### config.mk
export PLATFORM = sky130hd
export DESIGN_NAME = fetch_decode_queue
export DESIGN_NICKNAME = d
export VERILOG_FILES = /design/src/rtl/fetch_decode_queue.sv
export SDC_FILE = /design/constraint.sdc
export NUM_CORES = 1
export LEC_CHECK = 0
export CAP_MARGIN = 20
export CELL_PAD_IN_SITES_DETAIL_PLACEMENT = 0
export CELL_PAD_IN_SITES_GLOBAL_PLACEMENT = 2
export CORE_ASPECT_RATIO = 1.1
export CORE_UTILIZATION = 45
export DETAILED_ROUTE_END_ITERATION = 6
export PLACE_DENSITY = 0.85
export SLEW_MARGIN = 20
export SYNTH_ARGS = -nofsm -noshare
export SYNTH_HDL_FRONTEND = slang
export SYNTH_SLANG_ARGS = --single-unit
### constraint.sdc
create_clock -name clk -period 9.2 [get_ports clk]
set_input_delay 1.38 -clock clk [delete_from_list [all_inputs] [get_ports clk]]
set_output_delay 1.38 -clock clk [all_outputs]
set_load 0.1 [all_outputs]
### src/rtl/fetch_decode_queue.sv
// Fetch-to-Decode instruction buffer.
// Holds fetched {instr, pc, pc8} entries in a small circular FIFO and presents
// the oldest one to Decode under a valid/ready handshake. in_ready feeds the
// Fetch PC-register enable, so a full queue stalls the PC. flush discards all
// wrong-path entries after a taken branch or a PC write.
module fetch_decode_queue #(
  parameter int IW    = 32,
  parameter int AW    = 18,
  parameter int DEPTH = 4   // power of two, >= 2
) (
  input  logic                       clk,
  input  logic                       rst,        // asynchronous, active low
  input  logic                       in_valid,
  input  logic [IW-1:0]              in_instr,
  input  logic [AW-1:0]              in_pc,
  input  logic [AW-1:0]              in_pc8,
  output logic                       in_ready,
  input  logic                       flush,
  output logic                       out_valid,
  output logic [IW-1:0]              out_instr,
  output logic [AW-1:0]              out_pc,
  output logic [AW-1:0]              out_pc8,
  input  logic                       out_ready,
  output logic [$clog2(DEPTH+1)-1:0] count
);

  localparam int PW = $clog2(DEPTH);
  localparam int CW = $clog2(DEPTH + 1);
  localparam logic [CW-1:0] FULL_CNT = CW'(DEPTH);

  // The three fields of an entry are stored as one word so they can never
  // drift apart.
  typedef struct packed {
    logic [IW-1:0] instr;
    logic [AW-1:0] pc;
    logic [AW-1:0] pc8;
  } entry_t;

  entry_t        mem_q [DEPTH];
  entry_t        head;
  logic [PW-1:0] wr_ptr_q, wr_ptr_d;
  logic [PW-1:0] rd_ptr_q, rd_ptr_d;
  logic [CW-1:0] count_q, count_d;
  logic          push, pop;

  // No pass-through when full: a pop in the same cycle does not open a slot.
  assign in_ready  = (count_q != FULL_CNT);
  assign out_valid = (count_q != '0);
  assign push      = in_valid & in_ready;
  assign pop       = out_valid & out_ready;
  assign count     = count_q;

  // Next-state for pointers and occupancy; flush overrides any handshake.
  always_comb begin
    // NOTE: every signal gets a default first so no path leaves it unassigned,
    // which would otherwise infer a latch.
    wr_ptr_d = wr_ptr_q;
    rd_ptr_d = rd_ptr_q;
    count_d  = count_q;
    if (flush) begin
      wr_ptr_d = '0;
      rd_ptr_d = '0;
      count_d  = '0;
    end else begin
      // Pointers wrap naturally because DEPTH is a power of two.
      if (push) wr_ptr_d = wr_ptr_q + PW'(1);
      if (pop)  rd_ptr_d = rd_ptr_q + PW'(1);
      unique case ({push, pop})
        2'b10:   count_d = count_q + CW'(1);
        2'b01:   count_d = count_q - CW'(1);
        default: count_d = count_q;
      endcase
    end
  end

  // Control state registers; reset empties the queue immediately.
  always_ff @(posedge clk or negedge rst) begin
    // NOTE: sequential state uses non-blocking assignments so every flop
    // samples the pre-edge values regardless of statement order.
    if (!rst) begin
      wr_ptr_q <= '0;
      rd_ptr_q <= '0;
      count_q  <= '0;
    end else begin
      wr_ptr_q <= wr_ptr_d;
      rd_ptr_q <= rd_ptr_d;
      count_q  <= count_d;
    end
  end

  // Entry storage, written only on an accepted, non-flushed push.
  always_ff @(posedge clk) begin
    // NOTE: storage is deliberately not reset; occupancy is tracked by the
    // pointers and count, and stale contents are never presented.
    if (push && !flush) begin
      mem_q[wr_ptr_q] <= '{instr: in_instr, pc: in_pc, pc8: in_pc8};
    end
  end

  // Head entry read combinationally; driven to zero while empty.
  always_comb begin
    head = '0;
    if (out_valid) head = mem_q[rd_ptr_q];
  end

  assign out_instr = head.instr;
  assign out_pc    = head.pc;
  assign out_pc8   = head.pc8;

endmodule

# == After elaboration in Yosys (flattened, before gate mapping) ==
# Memories as Yosys holds them, arrays and structs flattened.
# Index checks and enable logic that the tools add are counted.
# Widths: inputs -> output; s select.
# op_classes
add_sub_neg,4
bitwise,2
order_cmp,0
div_mod_pow,0
reduce_logical,6
n_mux,9
mul,0
shift,0
eq_ne,3
# ops
op,n
$mux 68,1
$mux 2,4
$pmux 3 s2,1
$reduce_bool 3->1,2
$add 2x1->2 const B,2
$reduce_bool 2->1,2
$add 3x1->3 const B,1
$mux 3,1
$ne 3x3->1 const B,1
$sub 3x1->3 const B,1
$and 1x1->1,2
$eq 2x1->1 const B,1
$eq 2x2->1 const B,1
$mux 1,2
$logic_and 1x1->1,1
$logic_not 1->1,1
# word_totals
mem_bits_rw,272
mem_count,1
output_inout_bits,73
regBits,7
latchBits,0
wordCells,28
rom_bits,0
in_bits,73
# memory_table
name,depth,width,read_ports,rd_clocked_by_memory_dff,wr,line,rtl
mem_q,4,68,1,0,1,39,entry_t mem_q [DEPTH];

# == Longest topological paths before layout ==
# depth
word_depth,5
mapped_depth,10
depth_no_buf,8

# == Worst setup path after synthesis ==
# OpenSTA, ideal clock, no wires.
# synth_path
path_type,register to output
from,"register count_q[0], in the netlist count[0]"
to,output port out_instr[22]
path_stages_with_launch,5
setup_slack_ns,4.593
arrival_ns,3.227
path_cell_list,dfrtp_1 or3_1 buf_6 clkbuf_1 and2_1
# synth_between
elab_chain_cells,2
# synth_rtl
item,line,rtl
"start, declared",43,"logic [CW-1:0] count_q, count_d;"
"start signal, assigned",87,count_q <= count_d;
$reduce_bool 3->1,48,assign out_valid = (count_q != '0);
via out_valid,19,"output logic out_valid,"
$mux 68,103,if (out_valid) head = mem_q[rd_ptr_q];
"end, declared",20,"output logic [IW-1:0] out_instr,"
# The timed path passes the listed nets, and every way through them passes these cells.

# == Worst setup path in the final report ==
# layout_path
from,register rd_ptr_q[0]
to,output port out_pc8[0]
# layout_between
elab_chain_cells,2
# layout_rtl
item,line,rtl
"start, declared",42,"logic [PW-1:0] rd_ptr_q, rd_ptr_d;"
"start signal, assigned",86,rd_ptr_q <= rd_ptr_d;
$mem_v2 4x68,n/a,
$mux 68,103,
"end, declared",22,"output logic [AW-1:0] out_pc8,"
# Every way passes these cells.

==> run summary <==
Run status: completed
Flops & latches, synth: 279
FF/Latch Area: 8351 um2
Fraction of layout instances using a drive strength above 1: 17.47%
Synth Flop Type: edfxtp_1
Final Wtd Congestion: 0.7006
Crit. End Element: output pin
# fillers: 1733
WP data required: 7.82 ns
Port bufs: 145
CTS root buf: clkbuf_16
Initial cell density of the core: 46.04%
WP data arrival: 3.89 ns
Netlist cell types: 34
Post-synth EDFFs: 272
Top cell type's share of synthesized area: 74.87%
Main area contributors after synthesis: edfxtp_1, mux4_2, and2_1
Total CTS buffers: 27
Final net count: 723
Cts repair resizes: 0
Vias post-DR: 5121
Min Tclk post-route: 5.273 ns
MaxCap Viol Count: 0
Setup violators final: 0
Wire length of the first global-routing pass: 29790 um
Yosys top cell by area: edfxtp_1
Total track usage: 16.01%
Setup crit start kind: flip-flop
Slew at the pin closest to its max-slew limit: 1.081 ns
Clock Skew: 0.008814 ns
TritonCTS clock tree: yes
VDD IR-drop max: 0.1944 mV
Multi-input logic area: 2317 um2
P_leak: 4.227 nW
Worst-path clk slew: 0.06 ns
CP Max Fanout: 40
Number of post-CTS setup repair buffers: 0
Initial antenna violation count: 1
Crit path max-delay family: buffers and inverters
Final Hold Viols: 0
Async set-reset flop share out of synthesis: 2.509%
Setup_tns: 0 ns
Mapped Area: 10910 um2
PwrDens: 259.2 nW/um2
Syn Area/Cell: 22.04 um2
Slew headroom: 27.92%
Drt drc: 0
Vias per cell: 5.274
Detailed placer's ending HPWL: 10670 um
Router iterations before antenna repair: 4
# rows: 59
P&R area growth vs syn: 22.87%
Largest net degree at the start of global routing: 72
Crit-path cells: buf_4 -> mux4_2 -> and2_1 -> clkdlybuf4s50_1
Mapped Nets: 573
Top Ports: 146
WP buf/inv: 2
Drt total wl: 19560 um
DIE AREA: 24870 um2
Total grt overflow: 0
Deepest clock path buffer count: 3
Number of global-route vias before repair: 5415
Pwr Total: 0.003475 W
Chip height: 165.3 um
Sink Count: 279
Slowest CP cell: clkdlybuf4s50_1
Die Width: 150.5 um
Max stage delay on crit path: 0.97 ns
CTS Hold Bufs: 0
Synthesis Warnings: 0
Core area: 23700 um2
Fin crit share: 57.32%
Worst-Skew Late Latency: 0.51 ns
Antenna viol nets, final: 0
Sequential share of the synthesized area: 76.48%
Fmax: 189.6 MHz
Iter 0 DRT Violations: 296
Kind of critical path: reg -> out
Clock H-tree levels: 1
Synth Instances: 495
Wire length per cell: 20.14 um
Unrepaired setup endpoints after global routing: no
Final Max Slew Viols: 0
Hold Path Class: reg -> reg
cell type report:
class / instances / area share, %
clock buffer: 30 / 5.125
clock inverter: 18 / 1.204
multi-input combinational: 187 / 17.29
antenna: 2 / 0.03734
tap: 305 / 2.847
inverter: 2 / 0.05601
timing repair buffer: 148 / 11.15
sequential: 279 / 62.30
registers in the layout, indices dropped and copies added (netlist names):
| register | cells |
|---|---|
| mem_q | 272 |
| count | 3 |
| wr_ptr_q | 2 |
| rd_ptr_q | 2 |
Yosys cell counts (all sizes together) (2+ instances only):
master  count
edfxtp    272
and2       72
mux4       68
buf        20
nor2        8
clkbuf      7
dfrtp       7
nand2       6
a21oi       4
ha          4
nand3       4
inv         2
nor3        2
o21ai       2
or3         2
xnor2       2
xor2        2
path summary, 6_finish.rpt:
kind	from	end	slack, ns	cells after the start
worst min-delay path	wr_ptr_q[1]$_DFFE_PN0P_	wr_ptr_q[1]$_DFFE_PN0P_	0.58	2
worst max register to register	count[1]$_DFFE_PN0P_	count[1]$_DFFE_PN0P_	6.59	8
worst max-delay path	rd_ptr_q[0]$_DFFE_PN0P_	out_pc8[0]	3.93	4
worst min register to register	wr_ptr_q[1]$_DFFE_PN0P_	wr_ptr_q[1]$_DFFE_PN0P_	0.58	2
max in group asynchronous	rst	rd_ptr_q[0]$_DFFE_PN0P_	7.77	1
min in group asynchronous	rst	count[0]$_DFFE_PN0P_	1.14	1
stage by stage:
step / instance area, um2 / util (%) / setup slack (ns) / instances / hold WS (ns)
5_1_grt: 13400 / 56.54 / 3.636 / 969 / 0.6094
3_3_place_gp: 12520 / 52.85 / 4.312 / 920 / 0.5520
6_report: 13400 / 56.57 / 3.927 / 971 / 0.5816
4_1_cts: 13370 / 56.43 / 3.748 / 968 / 0.5863
3_5_place_dp: 12520 / 52.85 / 4.301 / 920 / 0.5780
2_1_floorplan: 10910 / - / 4.593 / 495 / 0.5425
report_power, final:
group	internal [W]	switching (W)
logic	0.000269	0.000670
registers	0.00145	0.0000349
clock network	0.000618	0.000437
cell families (layout without fill, tap and decap cells):
| group | count (synthesis) | count (layout) | share of synthesized area [%] |
|---|---|---|---|
| other | 0 | 2 | 0 |
| buffers and inverters | 29 | 198 | 2.386 |
| AOI/OAI and AO/OA | 11 | 11 | 0.6424 |
| and+or+nand+nor | 99 | 99 | 5.425 |
| muxes | 68 | 68 | 14.04 |
| DFF | 279 | 279 | 76.48 |
| xor gates and xnor gates | 4 | 4 | 0.3900 |
| adders and majority gates | 5 | 5 | 0.6423 |
layer usage:
| layer | routed length [um] | global-route usage [%] | vias to the layer above |
|---|---|---|---|
| met3 | 1416 | 3.984 | 31 |
| met1 | 7869 | 19.85 | 2623 |
| li1 | - | - | 2305 |
| met2 | 9874 | 27.65 | 162 |
| met5 | 0 | 0 | - |
| met4 | 397 | 4.913 | 0 |
layout by cell type, fill, tap and decap left out, types with 5 or more instances in the layout:
master,netlist,routed
mux4_2,68,68
clkinv_1,0,11
clkbuf_16,0,27
clkdlybuf4s50_1,0,145
nor2_1,8,8
dfrtp_1,7,5
and2_1,72,68
edfxtp_1,272,272
tightest hold or removal path, stage by stage, from the launching register on:
cell	delay [ns]
dfrtp_1	0.41
nand2_1	0.07
a21oi_1	0.06
Note: power is estimated with default switching activity, not from simulation.
